**config.mk**
```make
export PLATFORM = sky130hd
export DESIGN_NAME = register_file_dp
export DESIGN_NICKNAME = d
export VERILOG_FILES = /design/src/rtl/register_file_dp.sv
export SDC_FILE = /design/constraint.sdc
export NUM_CORES = 1
export LEC_CHECK = 0
export ABC_AREA = 0
export CORE_UTILIZATION = 37
export CTS_BUF_LIST = sky130_fd_sc_hd__clkbuf_4
export CTS_CLUSTER_DIAMETER = 100
export DETAILED_ROUTE_END_ITERATION = 10
export PLACE_DENSITY_LB_ADDON = 0.1
export SLEW_MARGIN = 25
export SYNTH_ARGS = -nofsm -noshare
export SYNTH_HDL_FRONTEND = slang
export SYNTH_SLANG_ARGS = --single-unit
```
**constraint.sdc**
```tcl
create_clock -name CLK -period 5 [get_ports CLK]
set_clock_uncertainty 0.2 [all_clocks]
set_input_delay 0.75 -clock CLK [delete_from_list [all_inputs] [get_ports CLK]]
set_output_delay 0.75 -clock CLK [all_outputs]
set_load 0.01 [all_outputs]
```
**src/rtl/register_file_dp.sv**
```systemverilog
// register_file_dp: dual-port byte-maskable register file with registered, write-first reads
module register_file_dp #(
  parameter int WIDTH = 16,
  parameter int DEPTH = 8,
  parameter int ADDR_WIDTH = 3
) (
  input  logic                  CLK,
  input  logic                  RST,
  input  logic                  Clr,
  input  logic                  WrEn,
  input  logic [ADDR_WIDTH-1:0] WrAddr,
  input  logic [WIDTH-1:0]      WrData,
  input  logic [WIDTH/8-1:0]    WrMask,
  input  logic                  RdEn,
  input  logic [ADDR_WIDTH-1:0] RdAddr,
  output logic [WIDTH-1:0]      RdData,
  output logic                  RdData_Valid,
  output logic                  RdErr,
  output logic                  WrErr
);
  localparam logic [ADDR_WIDTH:0] DEPTH_W = (ADDR_WIDTH+1)'(DEPTH);
  logic [WIDTH-1:0] regs [DEPTH];
  logic [WIDTH-1:0] byteMask, stored, rdNext;
  logic wrInRange, rdInRange, wrActive;
  assign wrInRange = {1'b0, WrAddr} < DEPTH_W;
  assign rdInRange = {1'b0, RdAddr} < DEPTH_W;
  assign wrActive = WrEn && wrInRange && !Clr;
  // expand per-byte enables to a bit mask
  always_comb begin
    byteMask = '0;
    for (int b = 0; b < WIDTH/8; b++) byteMask[8*b +: 8] = {8{WrMask[b]}};
  end
  // read mux with write-first bypass; clear and out-of-range reads yield zero
  always_comb begin
    stored = '0;
    for (int i = 0; i < DEPTH; i++) if (RdAddr == ADDR_WIDTH'(i)) stored = regs[i];
    rdNext = (Clr || !rdInRange) ? '0
           : (wrActive && WrAddr == RdAddr) ? (WrData & byteMask) | (stored & ~byteMask)
           : stored;
  end
  // storage: clear wins over write, only enabled bytes update
  always_ff @(posedge CLK or negedge RST) begin
    if (!RST) for (int i = 0; i < DEPTH; i++) regs[i] <= '0;
    else for (int i = 0; i < DEPTH; i++)
      if (Clr) regs[i] <= '0;
      else if (wrActive && WrAddr == ADDR_WIDTH'(i)) regs[i] <= (WrData & byteMask) | (regs[i] & ~byteMask);
  end
  // registered read data and one-cycle status strobes
  always_ff @(posedge CLK or negedge RST) begin
    if (!RST) begin
      RdData <= '0;
      RdData_Valid <= 1'b0;
      RdErr <= 1'b0;
      WrErr <= 1'b0;
    end else begin
      RdData_Valid <= RdEn;
      RdErr <= RdEn && !rdInRange;
      WrErr <= WrEn && !wrInRange && |WrMask;
      if (RdEn) RdData <= rdNext;
    end
  end
endmodule

```
After elaboration in Yosys (flattened, before gate mapping) --
Cells that the tools add are included.
Storage, ports and cells: latch bits 0, bits in registers 145, output and inout port bits 19, word-level logic and storage cells 92, memories 0, memory bits (read-only) 0, memory bits (writable) 0, bits of input ports 29
Operators by class: $mul 0, multiplexer cells 26, bitwise operators 20, $add $sub $neg 0, magnitude comparators 0, divide/modulo/power cells 0, reduce and logical (&&, ||, !) cells 21, shift-type cells 0, eq/ne operators 15
Operator list (count):
- two-way mux 16 bit | 26
- AND 16 bit | 10
- bitwise OR 16 bit | 9
- equality test 3 bit (second input constant) | 8
- inverter 16 bit | 1
- nonzero test 2 bit | 8
- equality test 3 x 2 -> 1 bit (second input constant) | 4
- logical AND 1 bit | 10
- equality test 3 x 1 -> 1 bit (second input constant) | 2
- zero test 3 bit | 2
- equality test 3 bit | 1
- zero test 1 bit | 1

Logic depth before layout (Yosys ltp) --
depth after elaboration 13, depth in mapped cells 7, gate-level depth less buffers 4

Least setup slack after synthesis --
No wires, ideal clock.
kind input to register, from input RdAddr[0], to register RdData[4], cell stages on the path 6, data required time 4.674 ns, buffers on the path 2, arrival 1.989 ns, slack 2.685 ns, library setup time 0.126 ns, cell sequence buf_2 > buf_4 > mux4_2 > nand2_1 > a21oi_1 > a221o_1
Between the ends: longest elaborated chain between the ends 13, elaborated cells between the ends (all ways) 22, classes of those cells eq/ne: 8; mux: 10; bitwise: 2; reduce/logical: 2
Ends and longest elaborated chain:
- start, declared | RTL line 15 | input logic [ADDR_WIDTH-1:0] RdAddr,
- zero test 3 bit | RTL line 36 | for (int i = 0; i < DEPTH; i++) if (RdAddr == ADDR_WIDTH'(i)) stored = regs[i];
- two-way mux 16 bit (8 in a row) | RTL line 36
- AND 16 bit | RTL line 38 | : (wrActive && WrAddr == RdAddr) ? (WrData & byteMask) | (stored & ~byteMask)
- bitwise OR 16 bit | RTL line 38
- two-way mux 16 bit * | RTL line 38
- two-way mux 16 bit * | RTL line 37 | rdNext = (Clr || !rdInRange) ? '0
- end signal, assigned | RTL line 59 | if (RdEn) RdData <= rdNext;
- end, declared | RTL line 16 | output logic [WIDTH-1:0] RdData,
Every way passes the cells marked *; elsewhere a longest branch is shown, timed or not. A chain may end at the register's enable or synchronous reset.

Worst setup path in the final report --
from input WrEn, to register regs[14] (netlist bit)
Between the ends: longest elaborated chain between the ends 3
Ends and longest elaborated chain:
- start, declared | RTL line 10 | input logic WrEn,
- logical AND 1 bit | RTL line 27 | assign wrActive = WrEn && wrInRange && !Clr;
- logical AND 1 bit | RTL line 46 | else if (wrActive && WrAddr == ADDR_WIDTH'(i)) regs[i] <= (WrData & byteMask) | (regs[i] & ~byteMask);
- nonzero test 2 bit (no line)
- end signal, assigned by index | RTL line 46
- end, declared | RTL line 22 | logic [WIDTH-1:0] regs [DEPTH];
Every way passes these cells.

==> impl_metrics.yaml <==
logic_synthesis:
  yosys_warnings: 0
  syn_inst: 802
  ys.flop_type: "dfrtp_1"
  ys_types: 58
  synth-edff-count: 0
  ys_async_sr_fraction: 1.00
  synth_seq_cells: 145
  ys_seq_area_frac: 0.480
  syn_area_per_cell_um2: 9.42
  synth_area_mm2: 0.00755
setup_path:
  crit_path_start_kind: "input port"
  crit_chain: "clkdlybuf4s50_1 > nand4b_1 > nor2_1 > mux2i_1 > nor2_1"
  critical-path-top-delay-family: "simple AND/OR/NAND/NOR gates"
  endpoint_kind: "flip-flop"
  crit_arrival_ns: 3.11
  critPathRequiredTime_ns: 5.24
  cp_common_cell: "nor2_1"
  slowest_stage: "nor2_1"
  critPathMaxFanout: 13
  critPathMaxStageDelay_ns: 0.87
  critPathKind: "in -> reg"
  cp.buffers_inverters: 1
grt:
  overflow: 0
  antenna_found_initial: 1
  grt_start_max_net_pins: 105
  grt_pass1_vias: 5876
  track_usage: 0.225
  grt_pass1_wl_um: 34600
sta:
  finalSetupViolations: 0
  hold_ws_ns: 0.322
  slew_headroom: 0.354
  slew_viol_final: 0
  rsz0062_at_grt: "false"
  tightest_slew_ns: 0.966
  setup_tns_ns: 0
  finalCriticalPeriod_ns: 2.87
  final_hold_viol_count: 0
  fmaxAchievable_mhz: 348
  finalCritPeriodShare: 0.574
die:
  fp-row-count: 51
  core_region_area_mm2: 0.0197
  start_util: 0.383
  die_w_um: 145
  pin_count: 48
  die_area_mm2: 0.0210
  fp.dieH_um: 145
routing:
  drt-pass1-iter-count: 4
  detail_route.wl_per_cell_um: 20.2
  drc: 0
  drt_iter0_drc: 474
  viasPerCell: 5.43
  vias: 5881
  wl_um: 21900
  ant_nets: 0
placed_design:
  dpl_cell_area_mm2: 0.00804
  dp_cells: 1050
  port-buffer-count: 45
  dpl.hpwl_um: 14400
  routabilityCongestion: 0.827
clocking:
  ctsHtreeMaxLevel: 4
  numCtsBuffers: 17
  post-cts-setup-buffers: 0
  ctsResizeCount: 0
  clock_sinks: 145
  clockBufferDepth: 2
  clkTransAtPathRegs_ns: 0.12
  cts_tree: "yes"
  insertion_delay_ns: 0.55
  cts_root_buf: "clkbuf_4"
worst_hold_path:
  hold_path.class: "reg -> reg"
power_and_ir_drop:
  ir_worst_vdd_v: 0.000144
  power_density_mw_per_mm2: 266
  p_leak_nw: 3.50
final_layout:
  final_layout_size_suffix_gt1_frac: 0.0881
  fin_cells: 1084
  syn_to_final_growth_pct: 10.4
  final_nets: 834
  final_area_mm2: 0.00833
  nFillCells: 1945
run:
  cap_violations: 0
status:
  status: "finished clean"
## final cells by class
| cell class | count | area (µm²) | share of cell area |
|---|---|---|---|
| well taps | 265 | 332 | 0.0398 |
| multi-input cells | 572 | 3530 | 0.423 |
| diodes | 2 | 5.00 | 0.000601 |
| clock buffers | 17 | 128 | 0.0153 |
| clock inverters | 14 | 148 | 0.0177 |
| flip-flops and latches | 145 | 3630 | 0.435 |
| repair buffers | 56 | 519 | 0.0623 |
| inverters | 13 | 48.8 | 0.00585 |
## routing by layer
| layer | share of wire | vias up | global-route usage | routed length, µm |
|---|---|---|---|---|
| met1 | 0.49 | 2892 | 0.333 | 10700 |
| met4 | 0.013 | 0 | 0.0648 | 285 |
| li1 | - | 2776 | - | - |
| met5 | 0 | - | 0 | 0 |
| met3 | 0.069 | 21 | 0.0605 | 1520 |
| met2 | 0.43 | 192 | 0.320 | 9350 |
## where the power goes
group,internal (mW),switching [mW]
logic,0.0870,0.163
registers,1.19,0.0110
clock network,0.334,0.428
total,1.61,0.602
## timing repair
| item | in CTS | in global routing |
|---|---|---|
| hold buffers | 1 | 0 |
| endpoints found under the hold margin | 1 | 0 |
| endpoints found under the setup margin | 0 | 0 |
## cells in the mapped netlist (10+ instances only)
cell type | number | area [µm²]
a211oi_1 | 10 | 75.1
a21oi_1 | 45 | 225
buf_2 | 25 | 125
clkbuf_1 | 36 | 135
dfrtp_1 | 145 | 3630
inv_1 | 12 | 45.0
mux2i_1 | 24 | 240
nand2_1 | 140 | 526
nand2b_1 | 65 | 407
nand3_1 | 11 | 55.1
nand3b_1 | 29 | 218
nor2_1 | 31 | 116
nor2b_1 | 14 | 87.6
o21ai_0 | 95 | 475
## path summary, 6_finish.rpt
path	startpoint	end	slack (ns)	cells past startpoint
worst max-delay path	WrEn	regs[14]	2.13	5
worst min-delay path	regs[101]	regs[101]	0.32	2
worst max register to register	regs[88]	RdData[8]	3.20	4
worst min register to register	regs[101]	regs[101]	0.32	2
max in group asynchronous	RST	regs[65]	2.96	3
min in group asynchronous	RST	RdData[13]	0.57	2
## placed cells by master (no fill, tap or decap), drive strengths merged, types with 3 or more instances in the layout
master	n
nor4	4
o211ai	4
o221ai	3
nand2	140
clkdlybuf4s50	40
clkbuf	17
o2bb2ai	4
clkinv	10
xor2	3
a221o	5
mux2i	24
nand3	11
mux4	9
o21ai	100
a2bb2oi	5
or4bb	3
inv	13
dfrtp	145
nand3b	29
a211oi	10
bufinv	3
a31oi	3
buf	15
nand2b	65
nor2b	14
o31ai	4
o22ai	8
a21oi	45
nor2	34
mux2	9
a22o	6
and2	4
a32oi	3
## logic make-up after synthesis
kind of cell	count (synthesis)	synth area share
other	1	0.000497
XOR/XNOR	3	0.00646
flip-flops	145	0.480
AND/OR/NAND/NOR	315	0.219
AO/OA/AOI/OAI	210	0.167
multiplexers	42	0.0721
buffers and inverters	86	0.0543
## sequential cells by signal, summed over array words and instances, names as in the netlist
register / flops
regs: 128
RdData_Valid: 1
RdData: 16
## metrics by stage
| stage | util | setup WS, ns | power (mW) |
|---|---|---|---|
| floorplan | - | 2.68 | 1.36 |
| global placement | 0.408 | 1.58 | 1.47 |
| detailed placement | 0.408 | 1.52 | 1.47 |
| CTS | 0.422 | 2.13 | 2.23 |
| global route | 0.423 | 1.94 | 2.31 |
| finish | 0.423 | 2.13 | 2.21 |
## tightest hold or removal path: cells and delay by family, from the launching register on
family	cells	cell delay [ns]
and+or+nand+nor	1	0.07
AOI/OAI and AO/OA	1	0.06
DFF	1	0.36
Power figures use the tool's default switching activity.
